File: src/rtl/dma_arb_pkg.sv
// ---------------------------------------------------------------------------
// dma_arb_pkg
// Shared types and helpers for the DMA bus arbiter.
//   arb_state_e : arbiter FSM states (IDLE, GRANT, DRAIN)
//   cnt_width() : bit width needed to hold the values 0..max_val inclusive
// ---------------------------------------------------------------------------
package dma_arb_pkg;

  typedef enum logic [1:0] {
    IDLE  = 2'd0,
    GRANT = 2'd1,
    DRAIN = 2'd2
  } arb_state_e;

  function automatic int cnt_width(input int max_val);
    return $clog2(max_val + 1);
  endfunction

endpackage

File: src/rtl/dma_bus_arbiter_rr_picker.sv
// ---------------------------------------------------------------------------
// rr_picker
// Purely combinational round-robin search. Starting at (last_owner+1) and
// wrapping past NUM_REQ-1 back to 0, it returns the first requesting master.
// Ports:
//   req        in  NUM_REQ  request vector, bit i belongs to master i
//   last_owner in  IDX_W    index of the most recently granted master
//   valid      out 1        at least one request is high
//   winner     out IDX_W    index of the selected master (0 when !valid)
// ---------------------------------------------------------------------------
module rr_picker #(
  parameter int NUM_REQ = 2,
  parameter int IDX_W   = $clog2(NUM_REQ)
) (
  input  logic [NUM_REQ-1:0] req,
  input  logic [IDX_W-1:0]   last_owner,
  output logic               valid,
  output logic [IDX_W-1:0]   winner
);

  // Walk the candidates from farthest to nearest so that the nearest
  // requesting master (offset 1) is the last one written and therefore wins.
  // last_owner+k is below 2*NUM_REQ, so one conditional subtract wraps it.
  always_comb begin
    int             w_pos;
    logic [IDX_W-1:0] w_cand;
    valid  = 1'b0;
    winner = '0;
    w_pos  = 0;
    w_cand = '0;
    for (int k = NUM_REQ; k >= 1; k--) begin
      w_pos = int'(last_owner) + k;
      if (w_pos >= NUM_REQ) begin
        w_pos = w_pos - NUM_REQ;
      end
      w_cand = IDX_W'(w_pos);
      if (req[w_cand]) begin
        valid  = 1'b1;
        winner = w_cand;
      end
    end
  end

endmodule

File: src/rtl/dma_bus_arbiter.sv
// ---------------------------------------------------------------------------
// dma_bus_arbiter
// Round-robin owner arbitration for the shared TileLink host port. A grant is
// held until the owner drops its request, then every outstanding A request of
// that owner must see its D response before the next owner is chosen.
// Optional feature macro: ARB_TIMEOUT_EN (grant watchdog with preemption).
// Ports:
//   clk         in  1        rising-edge clock
//   rst_n       in  1        asynchronous active-low reset
//   bus_rqst    in  NUM_REQ  level request per master
//   bus_grnt    out NUM_REQ  registered one-hot/zero grant
//   grant_idx   out IDX_W    current or last owner, host mux select
//   a_fire      in  1        A channel handshake on the shared port
//   d_fire      in  1        D channel handshake on the shared port
//   bus_busy    out 1        arbiter is not IDLE
//   proto_err   out 1        sticky protocol-error flag
//   timeout_irq out 1        one-cycle watchdog pulse (0 without the macro)
// ---------------------------------------------------------------------------
module dma_bus_arbiter
  import dma_arb_pkg::*;
#(
  parameter int NUM_REQ         = 2,
  parameter int MAX_OUTSTANDING = 4,
  parameter int TIMEOUT_CYCLES  = 1024
) (
  input  logic                       clk,
  input  logic                       rst_n,
  input  logic [NUM_REQ-1:0]         bus_rqst,
  output logic [NUM_REQ-1:0]         bus_grnt,
  output logic [$clog2(NUM_REQ)-1:0] grant_idx,
  input  logic                       a_fire,
  input  logic                       d_fire,
  output logic                       bus_busy,
  output logic                       proto_err,
  output logic                       timeout_irq
);

  localparam int IDX_W  = $clog2(NUM_REQ);
  localparam int OUTS_W = cnt_width(MAX_OUTSTANDING);
  localparam logic [OUTS_W-1:0] OUTS_MAX = OUTS_W'(MAX_OUTSTANDING);

  arb_state_e         r_state, w_state_next;
  logic [NUM_REQ-1:0] r_grnt, w_grnt_next;
  logic [IDX_W-1:0]   r_grant_idx, w_idx_next;
  logic [IDX_W-1:0]   r_last_owner, w_last_next;
  logic [IDX_W-1:0]   w_winner;
  logic               w_pick_valid;
  logic [OUTS_W-1:0]  r_outs, w_outs_next;
  logic               r_proto_err, w_err_set;
  logic               w_a_count;
  logic               w_owner_req;

  rr_picker #(
    .NUM_REQ (NUM_REQ),
    .IDX_W   (IDX_W)
  ) u_picker (
    .req        (bus_rqst),
    .last_owner (r_last_owner),
    .valid      (w_pick_valid),
    .winner     (w_winner)
  );

  // Only A requests issued while a master holds the grant belong to it.
  assign w_a_count   = a_fire && (r_state == GRANT);
  assign w_owner_req = bus_rqst[r_grant_idx];

  // Outstanding-transaction bookkeeping. A simultaneous counted A and D
  // cancel out; underflow and overflow are flagged and clamped.
  always_comb begin
    w_outs_next = r_outs;
    w_err_set   = 1'b0;
    if (a_fire && !w_a_count) begin
      w_err_set = 1'b1;
    end
    if (w_a_count && !d_fire) begin
      if (r_outs == OUTS_MAX) begin
        w_err_set = 1'b1;
      end else begin
        w_outs_next = r_outs + 1'b1;
      end
    end else if (d_fire && !w_a_count) begin
      if (r_outs == '0) begin
        w_err_set = 1'b1;
      end else begin
        w_outs_next = r_outs - 1'b1;
      end
    end
  end

`ifdef ARB_TIMEOUT_EN
  localparam int WD_W = cnt_width(TIMEOUT_CYCLES);
  localparam logic [WD_W-1:0] WD_LAST = WD_W'(TIMEOUT_CYCLES - 1);

  logic [WD_W-1:0] r_wd, w_wd_next;
  logic            r_timeout_irq, w_irq_next;
  logic            w_others_req;

  assign w_others_req = |(bus_rqst & ~r_grnt);
  assign timeout_irq  = r_timeout_irq;
`else
  logic w_unused_cfg;
  assign w_unused_cfg = (TIMEOUT_CYCLES != 0);
  assign timeout_irq  = 1'b0;
`endif

  // Ownership FSM. The owner's own request release takes precedence over
  // a watchdog expiry in the same cycle. DRAIN keeps grant_idx so late D
  // beats still route to the previous owner.
  always_comb begin
    w_state_next = r_state;
    w_grnt_next  = r_grnt;
    w_idx_next   = r_grant_idx;
    w_last_next  = r_last_owner;
`ifdef ARB_TIMEOUT_EN
    w_wd_next    = '0;
    w_irq_next   = 1'b0;
`endif
    case (r_state)
      IDLE: begin
        if (w_pick_valid) begin
          w_grnt_next           = '0;
          w_grnt_next[w_winner] = 1'b1;
          w_idx_next            = w_winner;
          w_last_next           = w_winner;
          w_state_next          = GRANT;
        end
      end
      GRANT: begin
        if (!w_owner_req) begin
          w_grnt_next  = '0;
          w_state_next = (w_outs_next == '0) ? IDLE : DRAIN;
        end
`ifdef ARB_TIMEOUT_EN
        else if (w_others_req) begin
          if (r_wd == WD_LAST) begin
            w_irq_next   = 1'b1;
            w_grnt_next  = '0;
            w_state_next = DRAIN;
          end else begin
            w_wd_next = r_wd + 1'b1;
          end
        end
`endif
      end
      DRAIN: begin
        if (w_outs_next == '0) begin
          w_state_next = IDLE;
        end
      end
      default: begin
        w_grnt_next  = '0;
        w_state_next = IDLE;
      end
    endcase
  end

  // State and ownership registers; reset hands first priority to master 0.
  always_ff @(posedge clk or negedge rst_n) begin
    if (!rst_n) begin
      r_state      <= IDLE;
      r_grnt       <= '0;
      r_grant_idx  <= '0;
      r_last_owner <= IDX_W'(NUM_REQ - 1);
      r_outs       <= '0;
      r_proto_err  <= 1'b0;
    end else begin
      r_state      <= w_state_next;
      r_grnt       <= w_grnt_next;
      r_grant_idx  <= w_idx_next;
      r_last_owner <= w_last_next;
      r_outs       <= w_outs_next;
      r_proto_err  <= r_proto_err | w_err_set;
    end
  end

`ifdef ARB_TIMEOUT_EN
  // Watchdog counter and its interrupt pulse.
  always_ff @(posedge clk or negedge rst_n) begin
    if (!rst_n) begin
      r_wd          <= '0;
      r_timeout_irq <= 1'b0;
    end else begin
      r_wd          <= w_wd_next;
      r_timeout_irq <= w_irq_next;
    end
  end
`endif

  assign bus_grnt  = r_grnt;
  assign grant_idx = r_grant_idx;
  assign bus_busy  = (r_state != IDLE);
  assign proto_err = r_proto_err;

endmodule

File: config.mk
export PLATFORM = sky130hd
export DESIGN_NAME = dma_bus_arbiter
export DESIGN_NICKNAME = d
export VERILOG_FILES = /design/src/rtl/dma_arb_pkg.sv /design/src/rtl/dma_bus_arbiter_rr_picker.sv /design/src/rtl/dma_bus_arbiter.sv
export SDC_FILE = /design/constraint.sdc
export NUM_CORES = 1
export LEC_CHECK = 0
export CAP_MARGIN = 20
export CORE_MARGIN = 8
export CORE_UTILIZATION = 45
export DETAILED_ROUTE_END_ITERATION = 10
export PLACE_DENSITY = 0.74
export REMOVE_ABC_BUFFERS = 1
export SLEW_MARGIN = 40
export SYNTH_ARGS = -nofsm -noshare
export SYNTH_HDL_FRONTEND = slang
export SYNTH_SLANG_ARGS = --single-unit
File: constraint.sdc
create_clock -name clk -period 3.55 [get_ports clk]
set_clock_uncertainty 0.05 [all_clocks]
set_input_delay 0.71 -clock clk [delete_from_list [all_inputs] [get_ports clk]]
set_output_delay 0.71 -clock clk [all_outputs]
set_load 0.01 [all_outputs]
* Word level (Yosys, flattened, before mapping)
Cells that the tools add are included.
Word-level totals: logic and storage cells 72, register bits after elaboration 10, input bits 6, output and inout bits 6
Operators by class: order comparisons 7, eq/ne operators 6, bitwise logic cells 2, $add $sub $neg 6, multiplexer cells 31, reduce and logical (&&, ||, !) cells 14
Operators by type and width (count):
- $mux W1 | 18
- $mux W2 | 6
- $mux W3 | 4
- $pmux W2 S3 | 2
- $lt A1 B2 Y1 const B | 4
- $logic_not A3 Y1 | 2
- $reduce_and A3 Y1 | 2
- $logic_and A1 B1 Y1 | 5
- $ne A2 B2 Y1 const B | 2
- $add A1 B2 Y3 const B | 1
- $add A3 B1 Y3 const B | 1
- $eq A3 B3 Y1 const B | 1
- $ge A3 B2 Y1 const B | 1
- $sub A3 B1 Y3 const B | 1
- $add A1 B1 Y2 const B | 1
- $eq A2 B1 Y1 const B | 1
- $eq A2 B2 Y1 const B | 1
- $ge A2 B2 Y1 const B | 1
- $logic_not A1 Y1 | 2
- $logic_not A2 Y1 | 1
- $ne A2 B1 Y1 const B | 1
- $reduce_and A2 Y1 | 1
- $reduce_bool A2 Y1 | 1
- $sub A1 B1 Y1 const B | 2
- other kinds (4) | 4

* Logic depth before layout (Yosys ltp)
Gate-level depths: netlist (run 1).
depth in word-level cells 13, gate-level depth with buffers 6, gate-level depth less buffers 6

* By module
From an unflattened synthesis (run 1), not the netlist that was laid out.
Unflattened totals: cells, all modules 73, area, all modules 680.7 um^2
By module, submodules not included:
- dma_bus_arbiter | times used 1, cells each 71, seq. area each 251.5 um^2, area an instance 666.9 um^2
- rr_picker | times used 1, cells each 2, seq. area each 0.0 um^2, area an instance 13.8 um^2

* Worst setup path after synthesis (run 1)
No wires, ideal clock.
kind input to register, start in d_fire, end reg r_state[1], stages 4, path slack 1863 ps, required time 3358 ps, library setup time 142 ps, buffers on the path 1, arrival 1495 ps, cells stage by stage buf_4 and4b_2 o31ai_1 a41oi_2
Between the ends: longest elaborated chain between the ends 7, elaborated cells on any way between the ends 11, classes of those cells 1 x eq/ne; 5 x mux; 5 x reduce/logical
RTL lines:
- start, declared | line dma_bus_arbiter.sv:32 | input logic d_fire,
- $logic_and A1 B1 Y1 or $logic_not A1 Y1 (tied branches) | line dma_bus_arbiter.sv:81, dma_bus_arbiter.sv:75
- $mux W3 or $logic_and A1 B1 Y1 (tied branches) | line dma_bus_arbiter.sv:81, dma_bus_arbiter.sv:75
- $mux W3 (*) | line dma_bus_arbiter.sv:75 | if (w_a_count && !d_fire) begin
- $logic_not A3 Y1 (*) | line dma_bus_arbiter.sv:131, dma_bus_arbiter.sv:146
- $mux W2 | line dma_bus_arbiter.sv:131 | w_state_next = (w_outs_next == '0) ? IDLE : DRAIN;
- $mux W2 | line dma_bus_arbiter.sv:129 | if (!w_owner_req) begin
- $pmux W2 S3 | line dma_bus_arbiter.sv:118 | case (r_state)
- end signal, assigned | line dma_bus_arbiter.sv:167 | r_state <= w_state_next;
- end, declared | line dma_bus_arbiter.sv:42 | arb_state_e r_state, w_state_next;
Mark *: on every way between the ends. The rest lies on a longest branch, timed or not. The select of a mux whose other input is x is not followed. A chain may end at the register's enable or synchronous reset.

* Worst setup path in the final report (run 1)
start reg r_state[0], end out bus_busy
Between the ends: longest elaborated chain between the ends 1
RTL lines:
- $reduce_bool A2 Y1 | line dma_bus_arbiter.sv:191 | assign bus_busy = (r_state != IDLE);
- end, declared | line dma_bus_arbiter.sv:33 | output logic bus_busy,
No other way between the ends.

==> flow_summary.json, run 1 <==
{
  "grt_pass1_wl_um": 2380,
  "cp_slowest_cell": "dfrtp_1",
  "clk_pin_slew_ns": 0.07,
  "synthCells": 70,
  "drive_gt1_share_pct": 14.81,
  "area_growth_pct": 18.10,
  "num_vias": 549,
  "die-area_um2": 3025,
  "fin_crit_ns": 2.470,
  "h-tree-depth": 1,
  "overflow": 0,
  "place.detailed.hpwl_um": 1058,
  "start_util_pct": 46.51,
  "p_per_area_nw_per_um2": 799.3,
  "ys_warn_count": 0,
  "r2r.worst_path.cells": 6,
  "finalSetupViolations": 0,
  "ys_types": 31,
  "multi_input_area_um2": 384.1,
  "drv_cap": 0,
  "cts_tree": "yes",
  "io_buffers": 10,
  "fin_nets": 91,
  "peakVddDrop_v": 0.0004278,
  "synth_edf_count": 0,
  "slowest_delay_ns": 0.49,
  "die-height_um": 55,
  "synthFlopType": "dfrtp_1",
  "cts_root_buf": "clkbuf_4",
  "insertedDiodeCount": 0,
  "ys_seq_area_share_pct": 36.75,
  "slew_violations": 0,
  "async_flop_share_pct": 100.0,
  "core_area_um2": 1471,
  "drtPass1Iterations": 4,
  "antenna_found_initial": 0,
  "synth_xor_area_share_pct": 0,
  "avgSynthCellArea_um2": 9.777,
  "min_period_over_period_pct": 69.57,
  "finalHoldViolCount": 0,
  "cts_sinks": 10,
  "layout.area.seq_um2": 251.5,
  "cts_resized": 0,
  "drc": 0,
  "synth_area_um2": 684.4,
  "wl_um": 1363,
  "cts_setup_buffers": 0,
  "io-pin-count": 12,
  "muxShareOfSynthArea_pct": 6.033,
  "start_kind": "register",
  "avgRoutedWirePerCell_um": 14.05,
  "synth_top_family_by_area": "simple AND/OR/NAND/NOR gates",
  "synth-simple-area-share_pct": 24.68,
  "synth_fa_ha_area_share_pct": 5.484,
  "min_path_type": "register to register",
  "hold_buffers": 0,
  "cp_data_arrival_time_ns": 1.71,
  "die_w_um": 55,
  "fin_tns_setup_ns": 0,
  "numCtsBuffers": 3,
  "cp_cell_sequence": "nor2_1, inv_1, clkdlybuf4s50_1",
  "outcome": "complete, no violations",
  "grt_max_degree": 13,
  "gp_congestion": 0.7596,
  "critical_path_class": "register to output pin",
  "vias_per_cell": 5.660,
  "clk_latency_ns": 0.26,
  "synth_seq_cells": 10,
  "grtUsageTotal_pct": 10.89,
  "synth_compound_area_share_pct": 19.38,
  "total_leakage_power_uw": 0.0003594,
  "grt_pass1_vias": 573,
  "clockBufferDepth": 2,
  "nFillCells": 137,
  "ant_nets": 0,
  "fmaxAchievable_ghz": 0.4049,
  "drt_iter0_markers": 6,
  "worstPathMaxFanout": 9,
  "postLayoutCoreUtil_pct": 54.93,
  "rsz0062_at_grt": "false",
  "required_ns": 2.79,
  "num_rows": 14,
  "end_kind": "output pin",
  "hold_depth": 2
}
[through the flow]
step           instance area (µm²)  cells  power, µW  worst slack (ns)  hold slack, ns
3_3_place_gp                 782.0     93      561.5             1.216          0.4292
2_1_floorplan                661.9     67      455.7             1.920          0.3644
5_1_grt                      808.3     97      708.7            0.9047          0.4697
3_5_place_dp                 782.0     93      566.0             1.222          0.4337
6_report                     808.3     97      646.0             1.080          0.4410
4_1_cts                      808.3     97      651.5             1.067          0.4459
[final cells by class]
class | instances | area share (%)
well taps | 16 | 2.477
clock buffers | 4 | 3.251
multi-input cells | 50 | 47.52
inverters | 7 | 3.251
repair buffers | 10 | 12.38
flip-flops and latches | 10 | 31.11
[synth_stat cells, types with 2 or more instances]
cell	count	area [µm²]
or2b_1	2	15.01
o22ai_1	2	12.51
nand2b_1	5	31.28
nor2_1	3	11.26
mux2i_1	3	30.03
dfrtp_1	9	225.2
inv_1	7	26.28
o31ai_1	2	15.01
a21oi_1	3	15.01
buf_4	3	22.52
a32o_1	2	20.02
and3_1	2	12.51
nand2_1	7	26.28
ha_1	3	37.54
[registers in the layout, summed over array words and instances, names as in the netlist]
signal and flops:
r_last_owner 1, r_outs 3, proto_err 1, grant_idx 1, r_state 2, bus_grnt 2
[where the power goes]
group / internal, µW / switching (µW) / total, µW / leakage [µW]
registers: 168 / 61.1 / 229 / 0.000117
logic: 176 / 161 / 337 / 0.000227
clock network: 43.3 / 36.3 / 79.6 / 0.0000150
total: 388 / 258 / 646 / 0.000359
[layout by cell type, fill, tap and decap left out, types with 2 or more instances in the layout]
| cell | n |
|---|---|
| clkdlybuf4s50_1 | 10 |
| dfrtp_1 | 9 |
| inv_1 | 7 |
| nand2_1 | 7 |
| nand2b_1 | 5 |
| mux2i_1 | 3 |
| a21oi_1 | 3 |
| nor2_1 | 3 |
| ha_1 | 3 |
| clkbuf_4 | 3 |
| and3_1 | 2 |
| or2b_1 | 2 |
| o31ai_1 | 2 |
| o22ai_1 | 2 |
| a32o_1 | 2 |
[critical path: cells and delay by family (launching register included)]
family	cells	cell delay, ns
buffers and inverters	2	0.59
DFF	1	0.49
and+or+nand+nor	1	0.36
[final timing paths]
path | start | to | slack, ns
worst min register to register | r_last_owner$_DFFE_PN1P_ | r_last_owner$_DFFE_PN1P_ | 0.44
worst max register to register | r_outs[0]$_DFF_PN0_ | r_state[1]$_DFFE_PN0P_ | 1.85
worst min-delay path | r_last_owner$_DFFE_PN1P_ | r_last_owner$_DFFE_PN1P_ | 0.44
max in group asynchronous | rst_n | r_last_owner$_DFFE_PN1P_ | 2.41
worst max-delay path | r_state[0]$_DFFE_PN0P_ | bus_busy | 1.08
min in group asynchronous | rst_n | r_state[0]$_DFFE_PN0P_ | 0.70
[layer usage]
| layer | part of all wire (%) | up-vias | track usage (%) |
|---|---|---|---|
| met1 | 45 | 257 | 12.21 |
| li1 | - | 274 | - |
| met4 | 1.6 | 0 | 3.600 |
| met5 | 0 | - | 0 |
| met2 | 47 | 14 | 17.36 |
| met3 | 5.8 | 4 | 5.882 |
[cells by family after synthesis]
kind of cell | Yosys count
flops | 10
other cells | 1
simple gates | 26
compound gates | 16
fa+ha+maj | 3
mux | 4
buf+inv | 10
(Power assumes the default switching activity.)
==> run 2: changes to the inputs <==
- clock period: 3.55 -> 2.3 ns (I/O delays scaled with it)
==> run 2 against run 1 <==
  * Global-route usage is 0.13 points higher
  * First-iteration DRC count is 17% lower
  * Hold slack improved by 0.0085 ns
  * Die area unchanged
  * Sequential power is 55% higher
  * Utilization grew 1.2 points
  * Setup slack worse by 0.82 ns
  * Critical path depth did not move
==> flow_summary.json, run 2 (synthesized netlist as in run 1, its figures left out) <==
{
  "overflow": 0,
  "core_area_um2": 1471,
  "rsz0062_at_grt": "false",
  "cp-startpoint": "r_state[0]$_DFFE_PN0P_",
  "slowest_delay_ns": 0.53,
  "outcome": "complete, no violations",
  "drc": 0,
  "numCtsBuffers": 3,
  "drive_gt1_share_pct": 17.07,
  "clk_pin_slew_ns": 0.07,
  "final_common_cell": "clkdlybuf4s50_1",
  "nFillCells": 144,
  "num_rows": 14,
  "grtUsageTotal_pct": 11.02,
  "fin_crit_ns": 2.039,
  "wl_um": 1466,
  "min_path_type": "input pin to asynchronous set/reset pin",
  "cp_slowest_cell": "clkdlybuf4s50_1",
  "fmaxAchievable_ghz": 0.4905,
  "finalSetupViolations": 0,
  "clockBufferDepth": 2,
  "peakVddDrop_v": 0.0008016,
  "die_w_um": 55,
  "fin_nets": 92,
  "die-height_um": 55,
  "regMostFlops": "r_outs",
  "cts_root_buf": "clkbuf_4",
  "vias_per_cell": 5.643,
  "ant_nets": 0,
  "timing.rr.start": "r_outs[1]$_DFF_PN0_",
  "cp_data_arrival_time_ns": 1.53,
  "start_kind": "register",
  "min_period_over_period_pct": 88.63,
  "area_growth_pct": 20.66,
  "avgRoutedWirePerCell_um": 14.96,
  "clk_latency_ns": 0.27,
  "post_dp_cell_area_um2": 789.5,
  "grt_pass1_vias": 553,
  "p_per_area_nw_per_um2": 1283,
  "worstPathMaxFanout": 9,
  "cts_sinks": 10,
  "drv_cap": 0,
  "num_vias": 553,
  "h-tree-depth": 1,
  "io-pin-count": 12,
  "finalHoldViolCount": 0,
  "cp_cell_sequence": "nor2_1, inv_1, clkdlybuf4s50_1",
  "design_area_um2": 825.8,
  "cts_resized": 0,
  "final_cell_mix": "clkdlybuf4s50_1 (10), dfrtp_1 (9), inv_1 (7), nand2_1 (7), nand2b_1 (5)",
  "drt_iter0_markers": 5,
  "start_util_pct": 46.51,
  "postLayoutCoreUtil_pct": 56.12,
  "place.detailed.hpwl_um": 1175,
  "die-area_um2": 3025,
  "drtPass1Iterations": 4,
  "largest_reg_flops": 3,
  "total_leakage_power_uw": 0.0003703,
  "cts_tree": "yes",
  "gp_congestion": 0.7464,
  "end_kind": "output pin",
  "antenna_found_initial": 0,
  "grt_pass1_wl_um": 2408,
  "grt_max_degree": 13,
  "critical_path_class": "register to output pin",
  "hold_buffers": 0,
  "cts_setup_buffers": 0,
  "io_buffers": 10,
  "fin_tns_setup_ns": 0,
  "slew_violations": 0,
  "insertedDiodeCount": 0,
  "required_ns": 1.79
}
run 2: cell types whose count changed in the layout (fill, tap and decap cells not counted):
cell,before,now
buf_4,0,1
clkbuf_1,1,0
clkbuf_8,0,1
run 2: cell type report:
type,count,area (µm²),share of cell area [%]
Multi-Input combinational cell,50,384.1,46.52
Sequential cell,10,251.5,30.45
Timing Repair Buffer,11,107.6,13.03
Clock buffer,4,36.28,4.394
Inverter,7,26.28,3.182
Tap cell,16,20.02,2.424
run 2: power by group:
group          total, µW  internal, µW  switching, µW
sequential           354           260           94.2
clock                160          96.1           64.2
combinational        545           286            259
run 2: critical path: cells and delay by family (launching register included):
kind / cells / cell delay, ns
buf+inv: 2 / 0.62
flops: 1 / 0.52
simple gates: 1 / 0.12
run 2: worst paths after layout:
kind                                                 end  slack, ns  depth (start not counted)
worst max-delay path                            bus_busy       0.26                          3
worst min-delay path              r_state[0]$_DFFE_PN0P_       0.45                          1
worst max register to register    r_state[1]$_DFFE_PN0P_       0.56                          6
worst min register to register   bus_grnt[0]$_DFFE_PN0P_       0.45                          1
max in group asynchronous       r_last_owner$_DFFE_PN1P_       1.42                          1
min in group clk                 bus_grnt[0]$_DFFE_PN0P_       0.45                          1
run 2: metrics by stage:
step	hold slack (ns)	setup slack, ns	total power, µW	instances
floorplan	0.1144	0.7494	703.3	67
global placement	0.4309	0.2149	882.5	94
detailed placement	0.4359	0.1843	904.7	94
CTS	0.4534	0.2378	1069	98
global route	0.4691	0.1472	1148	98
finish	0.4494	0.2614	1059	98
run 2: metal layers:
layer	global-route usage (%)	wire length, µm	up-vias
met5	0	0	-
met4	4.400	24	0
met3	5.882	100	4
met2	17.36	689	16
met1	12.27	652	260
li1	-	-	273
